$ cat config.mk
export PLATFORM = sky130hd
export DESIGN_NAME = serial_compare_ctrl_flat
export DESIGN_NICKNAME = d
export VERILOG_FILES = /design/src/rtl/serial_compare_ctrl_if.sv /design/src/rtl/serial_compare_ctrl.sv /design/src/flat_wrapper.sv
export SDC_FILE = /design/constraint.sdc
export NUM_CORES = 1
export LEC_CHECK = 0
export ABC_AREA = 1
export BUFFER_PORTS_ARGS = -buffer_cell sky130_fd_sc_hd__buf_2
export CAP_MARGIN = 20
export CORE_AREA = 2 2 76 78
export DETAILED_ROUTE_END_ITERATION = 10
export DIE_AREA = 0 0 78 80
export PLACE_DENSITY = 0.4
export SYNTH_ARGS = -nofsm -noshare
export SYNTH_HDL_FRONTEND = slang
export SYNTH_SLANG_ARGS = --single-unit
export TNS_END_PERCENT = 100
$ cat constraint.sdc
create_clock -name clk -period 3.1 [get_ports clk]
set_clock_uncertainty 0.05 [all_clocks]
set_input_delay 0.62 -clock clk [delete_from_list [all_inputs] [get_ports clk]]
set_output_delay 0.62 -clock clk [all_outputs]
set_load 0.01 [all_outputs]
$ cat src/rtl/serial_compare_ctrl_if.sv
// Request/verdict bundle between a requester and serial_compare_ctrl.
// The requester drives start/A/B; the controller returns busy/done and the verdict flags.
interface serial_compare_ctrl_if #(
   parameter int WIDTH = 8
);
   // start is a level sampled on every rising edge; it is accepted only while the
   // controller is idle (busy=0, done=0) and is otherwise dropped, never queued.
   // A/B are sampled only on the accepting edge. done pulses for one cycle and
   // GT/LT/EQ stay valid from that cycle until the next accepted start.
   logic             start;
   logic [WIDTH-1:0] A;
   logic [WIDTH-1:0] B;
   logic             busy;
   logic             done;
   logic             GT;
   logic             LT;
   logic             EQ;
   logic [1:0]       state_dbg;

   modport master (
      output start, A, B,
      input  busy, done, GT, LT, EQ, state_dbg
   );

   modport slave (
      input  start, A, B,
      output busy, done, GT, LT, EQ, state_dbg
   );
endinterface

$ cat src/rtl/serial_compare_ctrl.sv
// Serial magnitude comparator: walks two WIDTH-bit operands MSB digit first through
// one shared 2-bit Comparator cell, stopping at the first unequal digit.
module Comparator (
   input  logic [1:0] a,
   input  logic [1:0] b,
   output logic       gt,
   output logic       lt,
   output logic       eq
);
   logic hi_eq;

   assign hi_eq = ~(a[1] ^ b[1]);
   assign gt    = (a[1] & ~b[1]) | (hi_eq & a[0] & ~b[0]);
   assign lt    = (~a[1] & b[1]) | (hi_eq & ~a[0] & b[0]);
   assign eq    = hi_eq & ~(a[0] ^ b[0]);
endmodule

module serial_compare_ctrl #(
   parameter int WIDTH = 8
) (
   input  logic                  clk,
   input  logic                  rst_n,
   serial_compare_ctrl_if.slave  bus
);
   localparam int DIGITS = WIDTH / 2;
   localparam int IDXW   = (DIGITS > 1) ? $clog2(DIGITS) : 1;
   localparam logic [IDXW-1:0] IDX_MSB = IDXW'(DIGITS - 1);

   typedef enum logic [1:0] {
      IDLE = 2'd0,
      RUN  = 2'd1,
      DONE = 2'd2
   } state_t;

   state_t            state;
   logic [WIDTH-1:0]  a_q;
   logic [WIDTH-1:0]  b_q;
   logic [IDXW-1:0]   idx;
   logic              busy_q;
   logic              done_q;
   logic              gt_q;
   logic              lt_q;
   logic              eq_q;

   logic [1:0]        a_dig;
   logic [1:0]        b_dig;
   logic              cell_gt;
   logic              cell_lt;
   logic              cell_eq;

   // Digit select is an equality-decoded mux so the cell stays the only magnitude logic.
   always_comb begin
      a_dig = '0;
      b_dig = '0;
      for (int d = 0; d < DIGITS; d++) begin
         if (idx == IDXW'(d)) begin
            a_dig = a_q[2*d +: 2];
            b_dig = b_q[2*d +: 2];
         end
      end
   end

   Comparator u_cell (
      .a  (a_dig),
      .b  (b_dig),
      .gt (cell_gt),
      .lt (cell_lt),
      .eq (cell_eq)
   );

   always_ff @(posedge clk or negedge rst_n) begin
      if (!rst_n) begin
         state  <= IDLE;
         a_q    <= '0;
         b_q    <= '0;
         idx    <= '0;
         busy_q <= 1'b0;
         done_q <= 1'b0;
         gt_q   <= 1'b0;
         lt_q   <= 1'b0;
         eq_q   <= 1'b0;
      end else begin
         case (state)
            IDLE: begin
               done_q <= 1'b0;
               if (bus.start) begin
                  a_q    <= bus.A;
                  b_q    <= bus.B;
                  idx    <= IDX_MSB;
                  gt_q   <= 1'b0;
                  lt_q   <= 1'b0;
                  eq_q   <= 1'b0;
                  busy_q <= 1'b1;
                  state  <= RUN;
               end
            end
            RUN: begin
               if (cell_gt || cell_lt) begin
                  gt_q   <= cell_gt;
                  lt_q   <= cell_lt;
                  eq_q   <= 1'b0;
                  busy_q <= 1'b0;
                  done_q <= 1'b1;
                  state  <= DONE;
               end else if (idx == '0) begin
                  // Every digit matched: operands are equal.
                  gt_q   <= 1'b0;
                  lt_q   <= 1'b0;
                  eq_q   <= cell_eq;
                  busy_q <= 1'b0;
                  done_q <= 1'b1;
                  state  <= DONE;
               end else begin
                  idx <= idx - 1'b1;
               end
            end
            DONE: begin
               done_q <= 1'b0;
               busy_q <= 1'b0;
               state  <= IDLE;
            end
            default: begin
               busy_q <= 1'b0;
               done_q <= 1'b0;
               state  <= IDLE;
            end
         endcase
      end
   end

   assign bus.busy      = busy_q;
   assign bus.done      = done_q;
   assign bus.GT        = gt_q;
   assign bus.LT        = lt_q;
   assign bus.EQ        = eq_q;
   assign bus.state_dbg = state;
endmodule

$ cat src/flat_wrapper.sv
// flat-port wrapper written by rule: the top's interface ports become plain ports
module serial_compare_ctrl_flat 
#(
   parameter int WIDTH = 8
)
  (clk, rst_n, bus_start, bus_A, bus_B, bus_busy, bus_done, bus_GT, bus_LT, bus_EQ, bus_state_dbg);
  serial_compare_ctrl_if #(.WIDTH(WIDTH)) bus_i ();
  input  logic clk;
  input  logic rst_n;
  input wire logic [$bits(bus_i.start)-1:0] bus_start;
  input wire logic [$bits(bus_i.A)-1:0] bus_A;
  input wire logic [$bits(bus_i.B)-1:0] bus_B;
  output wire logic [$bits(bus_i.busy)-1:0] bus_busy;
  output wire logic [$bits(bus_i.done)-1:0] bus_done;
  output wire logic [$bits(bus_i.GT)-1:0] bus_GT;
  output wire logic [$bits(bus_i.LT)-1:0] bus_LT;
  output wire logic [$bits(bus_i.EQ)-1:0] bus_EQ;
  output wire logic [$bits(bus_i.state_dbg)-1:0] bus_state_dbg;
  assign bus_i.start = bus_start;
  assign bus_i.A = bus_A;
  assign bus_i.B = bus_B;
  assign bus_busy = bus_i.busy;
  assign bus_done = bus_i.done;
  assign bus_GT = bus_i.GT;
  assign bus_LT = bus_i.LT;
  assign bus_EQ = bus_i.EQ;
  assign bus_state_dbg = bus_i.state_dbg;
  serial_compare_ctrl #(.WIDTH(WIDTH)) u_core (.clk(clk), .rst_n(rst_n), .bus(bus_i));
endmodule
==> qor.txt, run 1 <==
DRC violation count after routing -> 0
CP max stage delay -> 0.42 ns
GRT overflow -> 0
Detailed-router iteration count before antenna repair -> 4
Total leakage power -> 0.877 nW
Fraction of synthesized cell area taken by the top area cell type -> 46.3%
Number of buffers added for setup after CTS -> 0
Complex-gate fraction of the synthesized area -> 9.46%
Post-synthesis register bit count -> 24
Final critical path time including I/O delays and setup -> 2.41 ns
Final TNS setup -> 0 ns
Share of post-route cells with drive strength above 1 -> 21.2%
Resized Gates After CTS -> 0
Maximum Capacitance Violations -> 0
Most common cell in the netlist -> sky130_fd_sc_hd__nand2_1
Fin. Hold Viols -> 0
Largest fanout on the critical path -> 8
IO Count -> 26
Clock latency of the later-clocked register in the worst-skew pair -> 0.27 ns
Routed vias/inst -> 4.15
Highest Clock Rate -> 0.414 GHz
Via count -> 1082
Least-Margin Pin Slew -> 0.639 ns
Diodes inserted -> 0
Fraction of the core area covered by cells at the end of the flow -> 28.6%
WL per Instance -> 10.8 um
Via count of the first global-routing pass -> 1065
Most area-hungry cell type in the Yosys netlist -> sky130_fd_sc_hd__dfrtp_1
Number of buffers on the longest clock path -> 2
Synthesized instance count -> 166
Layout Nets -> 215
Num rows -> 27
Setup repair after global routing missed its margin -> no
Number of setup violations in the final report -> 0
Storage cell area -> 601 um2
Main combinational cell family by area after synthesis -> simple AND/OR/NAND/NOR gates
Overall die area -> 0.00624 mm2
Synth Area per Inst -> 7.81 um2
Cell Area, Synth -> 0.00130 mm2
Hold buffer count at CTS -> 0
Pwr Density -> 1160 mW/mm2
Root buffer cell -> sky130_fd_sc_hd__clkbuf_8
Peak ir drop on the vdd network -> 337 uV
Starting density of the core -> 24.0%
Relative slew margins -> 57.3%
Final-layout fill cell count -> 610
Maximum level of the CTS H-tree -> 1
Arithmetic-cell share of the synthesized area counting full adders, half adders and majority gates -> 5.79%
Clock sink count -> 24
Slowest library cell on the worst path -> sky130_fd_sc_hd__dfrtp_1
Leading register cell type out of synthesis -> sky130_fd_sc_hd__dfrtp_1
Crit end category -> register
Synth top area cells -> sky130_fd_sc_hd__dfrtp_1 (46%), sky130_fd_sc_hd__nand2_1 (19%), sky130_fd_sc_hd__ha_1 (5.8%)
Initial antenna violation count -> 0
Share of the cycle needed by the critical path after routing -> 77.9%
Multiplexer share of the synthesized area -> 0%
Sequential share of the synthesized area -> 46.3%
I/O Buffers -> 25
Number of DRC markers after the initial detailed-route iteration -> 40
Sum of internal, switching and leakage power -> 1.80 mW
Fraction of the mapped netlist area in simple logic gates -> 30.2%
Count of flip-flops with a built-in enable after synthesis -> 0
Largest net degree at the start of global routing -> 25
CP startpoint kind -> register
Total half-perimeter wirelength after legalization and detailed placement -> 2130 um
CTS Buf Count -> 3
Layout overhead on the synthesized area -> 19.4%
Number of nets in the synthesized netlist -> 191
Result of the run -> finished clean
Source of the worst register-to-register timing path -> u_core.idx[0]
Number of different library cells in the post-synthesis netlist -> 23
Worst flop-to-flop path endpoint -> u_core.bus.EQ
Global placer's final weighted congestion -> 0.805
Global-route wire length before repair -> 4940 um
Placement-stage worst setup slack -> 0.671 ns
Min Hold Slack -> 0.284 ns
Sequence of cells on the critical path -> inv_1, ha_1, a21oi_1, nand2_1, a22oi_1, inv_1, ha_1, nand3_1, nor2_2, nor2_2, nand3_2, nand2_4, nand3_1, nand2_1
Core area -> 0.00541 mm2
Number of synthesis warnings -> 0
Commonest cells in the netlist -> sky130_fd_sc_hd__nand2_1 (64), sky130_fd_sc_hd__dfrtp_1 (24), sky130_fd_sc_hd__inv_1 (18), sky130_fd_sc_hd__nand3_1 (14), sky130_fd_sc_hd__a21oi_1 (8)
Signal arrival time at the worst endpoint -> 2.57 ns
Clock input transition at the sequential cells of the worst setup and hold paths -> 0.09 ns
Aggregate routed wire length -> 2830 um
Post-synthesis xor/xnor area fraction -> 0%
Area of the multi-input gates -> 589 um2
Die span in y -> 80 um
Width of the die -> 78 um
Final WS setup -> 0.685 ns
Number of routed nets with antenna violations -> 0
Required arrival time at the worst endpoint -> 3.25 ns
Global Route Usage Sum -> 9.90%
Number of cells on the worst reg-to-reg path -> 14
Share of async-settable or async-resettable flops after synthesis -> 100%
TritonCTS clock tree -> done
Worst-case register-to-register setup slack -> 0.69 ns
Count of final max-slew check failures -> 0
Worst hold path type -> primary input to asynchronous set/reset pin
Category of the critical setup timing path -> register to register
==> state kept, by name, indices dropped and copies added (netlist names) <==
| signal | cells |
|---|---|
| u_core.bus.LT | 1 |
| u_core.bus.state_dbg | 1 |
| u_core.idx | 2 |
| u_core.bus.GT | 1 |
| u_core.b_q | 8 |
| u_core.a_q | 8 |
| u_core.bus.EQ | 1 |
| u_core.bus.done | 1 |
| u_core.bus.busy | 1 |
==> layout by cell type (no fill, tap or decap), drive strengths merged <==
| master | instances |
|---|---|
| a21oi | 11 |
| a22oi | 2 |
| buf | 25 |
| bufinv | 1 |
| clkbuf | 3 |
| dfrtp | 24 |
| ha | 6 |
| inv | 19 |
| nand2 | 67 |
| nand3 | 15 |
| nand4 | 1 |
| nor2 | 9 |
| o2111ai | 1 |
| o21ai | 5 |
==> worst max-delay path by stage <==
stage,start,end,depth (start not counted)
floorplan,u_core.idx[0],u_core.idx[0],14
global placement,u_core.idx[0],u_core.bus.EQ,14
detailed placement,u_core.idx[0],u_core.bus.EQ,14
CTS,u_core.idx[0],u_core.bus.EQ,14
global route,u_core.idx[0],u_core.idx[0],13
finish,u_core.idx[0],u_core.bus.EQ,14
==> area by class of cell <==
class	count	share of cell area (%)
sequential	24	38.8
timing repair buffer	25	8.08
multi-input combinational	117	38.1
clock buffer	3	2.67
tap	72	5.82
clock inverter	1	1.94
inverter	19	4.61
==> layer usage <==
metal / track usage [%] / part of all wire, %
met2: 16.6 / 44
met5: 0 / 0
met3: 2.94 / 5.0
met4: 1.05 / 0.35
met1: 13.1 / 51
==> cells by family after synthesis <==
family          count (synthesis)
fa+ha+maj                       6
simple gates                   92
flops                          24
compound gates                 19
buf+inv                        25
==> through the flow <==
step                      instance area (um2)  std cells
after floorplan                          1300        166
after global placement                   1480        257
after detailed placement                 1480        257
after CTS                                1550        261
after global routing                     1550        261
final                                    1550        261
==> critical path, delay by kind of cell, from the launching register on <==
| family | cells | cell delay [ns] |
|---|---|---|
| AOI/OAI and AO/OA | 2 | 0.35 |
| adders and majority gates | 2 | 0.67 |
| buffers and inverters | 2 | 0.15 |
| DFF | 1 | 0.42 |
| and+or+nand+nor | 8 | 0.71 |
==> power breakdown <==
part	switching [mW]	internal, mW
Clock	0.100	0.173
Combinational	0.631	0.352
Sequential	0.0821	0.457
Total	0.814	0.982
(Power assumes the default switching activity.)
==> run 2: changes to the inputs <==
==> constraint.sdc (replaced) <==
create_clock -name clk -period 2.38 [get_ports clk]
set_clock_uncertainty 0.05 [all_clocks]
set_input_delay 0.476 -clock clk [delete_from_list [all_inputs] [get_ports clk]]
set_output_delay 0.476 -clock clk [all_outputs]
set_load 0.01 [all_outputs]
==> qor.txt, run 2 (same netlist as run 1, synthesis figures left out) <==
Core area -> 0.00541 mm2
Relative slew margins -> 62.0%
Sum of internal, switching and leakage power -> 2.55 mW
Most common cell after layout, fill and taps aside -> sky130_fd_sc_hd__nand2_1
Fin. Hold Viols -> 0
Total half-perimeter wirelength after legalization and detailed placement -> 2160 um
Result of the run -> finished clean
Share of post-route cells with drive strength above 1 -> 29.7%
TritonCTS clock tree -> done
Biggest regs -> u_core.a_q: 8 flops, u_core.b_q: 8 flops, u_core.idx: 2 flops
Peak ir drop on the vdd network -> 409 uV
Number of routed nets with antenna violations -> 0
Width of the die -> 78 um
Crit end category -> register
Number of DRC markers after the initial detailed-route iteration -> 35
Number of cells on the worst reg-to-reg path -> 13
Maximum level of the CTS H-tree -> 1
Aggregate routed wire length -> 2930 um
Pwr Density -> 1550 mW/mm2
Setup repair after global routing missed its margin -> no
Category of the critical setup timing path -> register to register
Via count -> 1098
Worst-case register-to-register setup slack -> 0.20 ns
Clock latency of the later-clocked register in the worst-skew pair -> 0.27 ns
Share of the cycle needed by the critical path after routing -> 91.7%
Area of the multi-input gates -> 642 um2
Largest fanout on the critical path -> 5
Die span in y -> 80 um
Overall die area -> 0.00624 mm2
Global placer's final weighted congestion -> 0.783
Num rows -> 27
CP startpoint kind -> register
Detailed-router iteration count before antenna repair -> 4
Required arrival time at the worst endpoint -> 2.50 ns
Most used cells in the layout excluding fill and tap cells -> sky130_fd_sc_hd__nand2_1 (64), sky130_fd_sc_hd__buf_2 (25), sky130_fd_sc_hd__dfrtp_1 (22)
Diodes inserted -> 0
Fraction of the core area covered by cells at the end of the flow -> 30.5%
Signal arrival time at the worst endpoint -> 2.30 ns
Final TNS setup -> 0 ns
I/O Buffers -> 25
Initial antenna violation count -> 0
Highest Clock Rate -> 0.458 GHz
Clock input transition at the sequential cells of the worst setup and hold paths -> 0.09 ns
Via count of the first global-routing pass -> 1031
Global-route wire length before repair -> 4860 um
Post-Layout Cell Count -> 267
CTS Buf Count -> 3
Final WS setup -> 0.198 ns
Worst flop-to-flop path endpoint -> u_core.idx[1]
Least-Margin Pin Slew -> 0.569 ns
Clock sink count -> 24
Maximum Capacitance Violations -> 0
Count of placed standard cells including taps -> 261
Placement-stage worst setup slack -> -0.0286 ns
Layout overhead on the synthesized area -> 27.1%
Routed vias/inst -> 4.11
Worst hold path type -> primary input to asynchronous set/reset pin
WL per Instance -> 11.0 um
Global Route Usage Sum -> 9.92%
Total leakage power -> 0.898 nW
GRT overflow -> 0
Root buffer cell -> sky130_fd_sc_hd__clkbuf_8
Starting density of the core -> 24.0%
Storage cell area -> 603 um2
DRC violation count after routing -> 0
Source of the worst register-to-register timing path -> u_core.idx[1]
Count of final max-slew check failures -> 0
Final-layout fill cell count -> 613
Layout Nets -> 221
Final critical path time including I/O delays and setup -> 2.18 ns
Largest net degree at the start of global routing -> 25
Number of buffers on the longest clock path -> 2
IO Count -> 26
Number of setup violations in the final report -> 0
## run 2: changes by cell type in the layout (fill, tap and decap cells not counted)
cell,delta
sky130_fd_sc_hd__dfrtp_1,-2
sky130_fd_sc_hd__buf_4,+6
sky130_fd_sc_hd__ha_1,-5
sky130_fd_sc_hd__a22oi_1,-2
sky130_fd_sc_hd__inv_1,-3
sky130_fd_sc_hd__dfrtp_2,+2
sky130_fd_sc_hd__inv_2,+3
sky130_fd_sc_hd__a22oi_2,+2
sky130_fd_sc_hd__ha_2,+2
sky130_fd_sc_hd__ha_4,+3
## run 2: metrics by stage
step	cell area, um2	hold WS (ns)
after CTS	1580	0.154
after global routing	1650	0.184
final	1650	0.141
after detailed placement	1510	0.419
after global placement	1510	0.420
after floorplan	1300	0.130
## run 2: timing repair
| action | 4_1_cts | 5_1_grt |
|---|---|---|
| setup buffers | 0 | 2 |
| hold buffers | 0 | 0 |
| pin swaps | 0 | 3 |
| gates resized for setup | 1 | 13 |
| setup endpoints to repair | 5 | 8 |
## run 2: worst max-delay path by stage
stage                             start            end  slack (ns)
after CTS                 u_core.idx[1]  u_core.idx[1]       0.007
final                     u_core.idx[1]  u_core.idx[1]        0.20
after global routing      u_core.idx[0]  u_core.idx[1]        0.02
after detailed placement  u_core.idx[0]  u_core.idx[0]       -0.03
after floorplan           u_core.idx[0]  u_core.idx[0]        0.19
after global placement    u_core.idx[0]  u_core.idx[1]       -0.05
## run 2: worst max-delay path, stage by stage (launching register included)
cell and delay (ns):
sky130_fd_sc_hd__dfrtp_2 0.43, sky130_fd_sc_hd__inv_2 0.07, sky130_fd_sc_hd__ha_4 0.18, sky130_fd_sc_hd__a21oi_1 0.15, sky130_fd_sc_hd__nand2_1 0.08, sky130_fd_sc_hd__a22oi_2 0.19, sky130_fd_sc_hd__inv_2 0.07, sky130_fd_sc_hd__ha_4 0.25
sky130_fd_sc_hd__nand3_1 0.09, sky130_fd_sc_hd__nor2_2 0.04, sky130_fd_sc_hd__nor2_2 0.11, sky130_fd_sc_hd__nand4_1 0.17, sky130_fd_sc_hd__nand3_1 0.14, sky130_fd_sc_hd__nand2_1 0.06
## run 2: metal layers
layer	up-vias	track usage [%]	wire (um)
li1	579	-	-
met1	492	13.1	1510
met2	23	15.9	1270
met3	4	3.05	119
met4	0	2.11	23
met5	-	0	0
## run 2: layout make-up
class | instances | share of cell area (%)
inverters | 19 | 4.33
flip-flops and latches | 24 | 36.6
repair buffers | 31 | 10.3
clock inverters | 1 | 1.82
clock buffers | 3 | 2.51
well taps | 72 | 5.47
multi-input cells | 117 | 39.0
## run 2: report_power, final
| part | internal [mW] | switching (mW) |
|---|---|---|
| Sequential | 0.599 | 0.123 |
| Combinational | 0.591 | 0.875 |
| Clock | 0.225 | 0.138 |
| Total | 1.42 | 1.14 |
